## src/rtl/tsm_pkg.sv

```systemverilog
// Shared types and defaults for the traffic scheduler (TSM) and its arbiter.
package tsm_pkg;

  typedef enum logic [1:0] {
    IDLE_S      = 2'd0,
    GRANT_S     = 2'd1,
    WAIT_DONE_S = 2'd2,
    HOLDOFF_S   = 2'd3
  } tsm_state_e;

  localparam int unsigned TSM_NUM_Q   = 8;
  localparam int unsigned TSM_QID_W   = 3;
  localparam int unsigned HOLDOFF_MIN = 2;

endpackage

```

## src/rtl/tsm_rr_arbiter.sv

```systemverilog
// Combinational masked priority encoder: round-robin from a pointer, or
// strict lowest-index-first when mode_i is set.
import tsm_pkg::*;

module tsm_rr_arbiter #(
  parameter int unsigned NUM_Q = TSM_NUM_Q,
  parameter int unsigned QID_W = TSM_QID_W
) (
  input  logic [NUM_Q-1:0] req_i,
  input  logic [QID_W-1:0] ptr_i,
  input  logic             mode_i,
  output logic [QID_W-1:0] winner_o,
  output logic             any_req_o
);

  logic             found;
  logic [QID_W:0]   sum;
  logic [QID_W-1:0] idx;

  always_comb begin
    winner_o = '0;
    found    = 1'b0;
    sum      = '0;
    idx      = '0;
    for (int unsigned k = 0; k < NUM_Q; k++) begin
      // Wrapped offset from the pointer; never exceeds 2*(NUM_Q-1).
      sum = {1'b0, ptr_i} + (QID_W+1)'(k);
      if (sum >= (QID_W+1)'(NUM_Q)) begin
        sum = sum - (QID_W+1)'(NUM_Q);
      end
      idx = mode_i ? QID_W'(k) : sum[QID_W-1:0];
      if (!found && req_i[idx]) begin
        found    = 1'b1;
        winner_o = idx;
      end
    end
    any_req_o = |req_i;
  end

endmodule

```

## src/rtl/tgr_scheduler.sv

```systemverilog
// Traffic scheduler: grants one TGR queue at a time to the packet generator,
// pulses the winner's selected line, then holds off so token state settles.
import tsm_pkg::*;

module tgr_scheduler #(
  parameter int unsigned NUM_Q          = TSM_NUM_Q,
  parameter int unsigned QID_W          = TSM_QID_W,
  parameter int unsigned HOLDOFF_CYCLES = 2
) (
  input  logic             clk,
  input  logic             rst_n,
  input  logic             test_stop,
  input  logic             in_tsm_prio_mode,
  input  logic [NUM_Q-1:0] in_tsm_req,
  output logic [NUM_Q-1:0] out_tsm_selected,
  output logic             out_tsm_gen_valid,
  output logic [QID_W-1:0] out_tsm_gen_qid,
  input  logic             in_tsm_gen_ready,
  input  logic             in_tsm_gen_done,
  output logic [31:0]      out_tsm_grant_cnt
);

  localparam int unsigned HOLDOFF_EFF =
    (HOLDOFF_CYCLES < HOLDOFF_MIN) ? HOLDOFF_MIN : HOLDOFF_CYCLES;
  localparam int unsigned HO_W = $clog2(HOLDOFF_EFF);

  tsm_state_e       state_q;
  logic [QID_W-1:0] ptr_q;
  logic [QID_W-1:0] ptr_d;
  logic [HO_W-1:0]  ho_cnt_q;
  logic             valid_q;
  logic [QID_W-1:0] qid_q;
  logic [NUM_Q-1:0] sel_q;
  logic [NUM_Q-1:0] sel_d;
  logic [31:0]      cnt_q;
  logic [QID_W-1:0] arb_winner;
  logic             arb_any;

  tsm_rr_arbiter #(
    .NUM_Q (NUM_Q),
    .QID_W (QID_W)
  ) u_arb (
    .req_i     (in_tsm_req),
    .ptr_i     (ptr_q),
    .mode_i    (in_tsm_prio_mode),
    .winner_o  (arb_winner),
    .any_req_o (arb_any)
  );

  always_comb begin
    ptr_d = (qid_q == QID_W'(NUM_Q-1)) ? '0 : qid_q + QID_W'(1);
    sel_d = '0;
    sel_d[qid_q] = 1'b1;
  end

  always_ff @(posedge clk or negedge rst_n) begin
    if (!rst_n) begin
      state_q  <= IDLE_S;
      ptr_q    <= '0;
      ho_cnt_q <= '0;
      valid_q  <= 1'b0;
      qid_q    <= '0;
      sel_q    <= '0;
      cnt_q    <= '0;
    end else begin
      sel_q <= '0;
      case (state_q)
        IDLE_S: begin
          if (!test_stop && arb_any) begin
            qid_q   <= arb_winner;
            valid_q <= 1'b1;
            state_q <= GRANT_S;
          end
        end
        GRANT_S: begin
          // Committed grant: request drops and test_stop are ignored here.
          if (in_tsm_gen_ready) begin
            valid_q <= 1'b0;
            sel_q   <= sel_d;
            cnt_q   <= cnt_q + 32'd1;
            ptr_q   <= ptr_d;
            state_q <= WAIT_DONE_S;
          end
        end
        WAIT_DONE_S: begin
          if (in_tsm_gen_done) begin
            ho_cnt_q <= HO_W'(HOLDOFF_EFF - 1);
            state_q  <= HOLDOFF_S;
          end
        end
        HOLDOFF_S: begin
          if (ho_cnt_q == '0) begin
            state_q <= IDLE_S;
          end else begin
            ho_cnt_q <= ho_cnt_q - HO_W'(1);
          end
        end
        default: state_q <= IDLE_S;
      endcase
    end
  end

  assign out_tsm_selected  = sel_q;
  assign out_tsm_gen_valid = valid_q;
  assign out_tsm_gen_qid   = qid_q;
  assign out_tsm_grant_cnt = cnt_q;

endmodule

```

## config.mk

```make
export PLATFORM = sky130hd
export DESIGN_NAME = tgr_scheduler
export DESIGN_NICKNAME = d
export VERILOG_FILES = /design/src/rtl/tsm_pkg.sv /design/src/rtl/tsm_rr_arbiter.sv /design/src/rtl/tgr_scheduler.sv
export SDC_FILE = /design/constraint.sdc
export NUM_CORES = 1
export LEC_CHECK = 0
export BUFFER_PORTS_ARGS = -buffer_cell sky130_fd_sc_hd__buf_2
export CAP_MARGIN = 20
export CORE_MARGIN = 2
export CORE_UTILIZATION = 35
export CTS_BUF_LIST = sky130_fd_sc_hd__clkbuf_4
export DETAILED_ROUTE_END_ITERATION = 10
export GPL_ROUTABILITY_DRIVEN = 1
export HOLD_SLACK_MARGIN = 0.08
export PLACE_DENSITY = 0.63
export SLEW_MARGIN = 15
export SYNTH_ARGS = -nofsm -noshare
export SYNTH_HDL_FRONTEND = slang
export SYNTH_SLANG_ARGS = --single-unit
```

## constraint.sdc

```tcl
create_clock -name clk -period 2.9 [get_ports clk]
set_clock_uncertainty 0.05 [all_clocks]
set_input_delay 0.435 -clock clk [delete_from_list [all_inputs] [get_ports clk]]
set_output_delay 0.435 -clock clk [all_outputs]
set_load 0.05 [all_outputs]
```

==> flow_summary.yaml <==
clock_network:
  cts_buffers: 5
  post-cts-setup-buffer-count: 0
  clkTransAtPathRegs_ps: 150
  clock_sinks: 50
  cts_resized: 0
  clk-insertion-delay-late_ps: 360
  tritoncts: "yes"
  htreeDepth: 2
  root_buffer: "clkbuf_4"
  clockBufferDepth: 2
  hold_buffers: 0
synthesis:
  ys_ff_latch: 50
  synthCells: 337
  ys.flop_type: "dfrtp_1"
  async_reset_ff_frac: 1.00
  yosysUniqueCellTypes: 65
  synth_edf_count: 0
  synth_seq_area_share: 0.384
  ys.warnings.count: 0
  synth_area_um2: 3260
  mappedNetlistNets: 361
  synth.avg_cell_area_um2: 9.68
sta:
  tns_ps: 0
  setup_violations: 0
  post-route-min-period_ps: 2650
  finalMaxSlewViolations: 0
  whs_ps: 69.6
  fmax_mhz: 377
  rsz0062_at_grt: "false"
  tightest_slew_ps: 765
  fin_crit_sh: 0.915
  relSlewSlack: 0.490
  finalHoldViolCount: 0
pwr:
  vdd_drop_max_mv: 0.288
  power_density_nw_per_um2: 894
  p_leak_nw: 1.82
final_layout:
  drive_gt1_frac: 0.224
  final_common_cell: "buf_2"
  nets: 420
  final_area_um2: 3740
  mostFrequentLayoutCells: "57 x buf_2, 50 x dfrtp_1, 35 x nand2_1"
  fin_cells: 508
  antenna_cells: 0
  area_growth_pct: 14.7
floorplan:
  pin_count: 58
  core-area_um2: 9150
  die_w_um: 101
  dieArea_um2: 10100
  initial_utilization: 0.356
  core.rowCount: 35
  die_h_um: 101
min_path:
  min_path_type: "input pin to asynchronous set/reset pin"
global_routing:
  antenna_found_initial: 0
  grt_pass1_vias: 2619
  grt_usage: 0.160
  grt_start_max_net_pins: 36
  overflow: 0
  grt_first_pass_wirelength_um: 13000
routing:
  drt_iter0_markers: 226
  vias: 2730
  drc_errors: 0
  first_pass_iters: 4
  via_per_inst: 5.37
  ant_nets: 0
  finalWirelength_um: 7730
  wl_per_cell_um: 15.2
placement:
  placed_cell_area_um2: 3660
  io_buffers: 57
  dp_cells: 500
  finalWeightedCongestion: 0.898
  place_hpwl_um: 5950
critical_path:
  critical_path.startpoint: "ptr_q[0]"
  r2r-start: "ptr_q[0]"
  ff2ff_path_depth: 8
  worstSetupStartpointType: "flip-flop"
  critPathCaptureType: "flip-flop"
  r2r_slack_ps: 250
  timing.rr.end: "out_tsm_gen_qid[0]"
  cp-endpoint: "out_tsm_gen_qid[0]"
  crit_arrival_ps: 2880
  critical_path_class: "flip-flop to flip-flop"
  cp_max_fo: 18
  cp.required_ps: 3130
run_status:
  status: "completed"
flow_run:
  cap_violations: 0
==> worst min-delay path by stage <==
stage                                 end                   from  slack, ps
floorplan                        ho_cnt_q                  rst_n         90
global placement    out_tsm_grant_cnt[31]  out_tsm_grant_cnt[31]        400
detailed placement  out_tsm_grant_cnt[31]  out_tsm_grant_cnt[31]        420
CTS                 out_tsm_grant_cnt[28]                  rst_n         90
global route        out_tsm_grant_cnt[26]                  rst_n        110
finish              out_tsm_grant_cnt[30]                  rst_n         70
==> state kept, by name, indices dropped and copies added, names as in the netlist <==
signal,flops
ptr_q,3
out_tsm_gen_valid,1
state_q,2
out_tsm_gen_qid,3
out_tsm_selected,8
ho_cnt_q,1
out_tsm_grant_cnt,32
==> metrics by stage <==
stage          utilization  setup WS, ps  power, mW
5_1_grt              0.409          55.6       3.60
2_1_floorplan            -           244       2.51
3_5_place_dp         0.400           193       2.94
6_report             0.409           246       3.35
3_3_place_gp         0.400           225       2.91
4_1_cts              0.409           247       3.36
==> logic make-up after synthesis <==
kind of cell,count (synthesis),synth area share
fa+ha+maj,10,0.0384
xor+xnor,34,0.0936
buf+inv,25,0.0387
flops,50,0.384
mux,23,0.0805
compound gates,66,0.149
simple gates,129,0.216
==> report_power, final <==
group	total, mW	switching [mW]	internal, mW	leakage (nW)
clock network	0.410	0.227	0.184	0.0456
logic	1.98	1.23	0.754	1.10
registers	0.951	0.142	0.808	0.669
total	3.35	1.60	1.75	1.82
==> cell type report <==
type / count / area (um^2)
multi-input cells: 262 / 1880
inverters: 13 / 48.8
flip-flops and latches: 50 / 1250
well taps: 111 / 139
clock inverters: 3 / 43.8
fillers: 902 / 5410
repair buffers: 64 / 338
clock buffers: 5 / 37.5
==> Yosys cell counts, types with 8 or more instances <==
library cell,number,share of area
a21oi_1,11,0.017
dfrtp_1,50,0.38
ha_1,10,0.038
inv_1,13,0.015
mux2i_1,15,0.046
nand2_1,35,0.040
nand2b_1,8,0.015
nand3_1,9,0.014
nor2_1,28,0.032
o21ai_0,10,0.015
xnor2_1,22,0.059
xor2_1,11,0.030
==> worst max-delay path: stages (launching register included) <==
cell and delay [ps]:
dfrtp_1 380, buf_4 230, nor2b_4 290, mux4_2 600
mux2i_4 270, nand4_4 160, nor3_2 290, a21oi_1 70
o31ai_1 230
==> metal layers <==
layer	GRT usage	up-vias	wire length, um
met3	0.0270	6	274
met4	0.0337	0	61
met2	0.273	55	3810
met1	0.214	1330	3580
met5	0	-	0
li1	-	1339	-
Power figures use the tool's default switching activity.
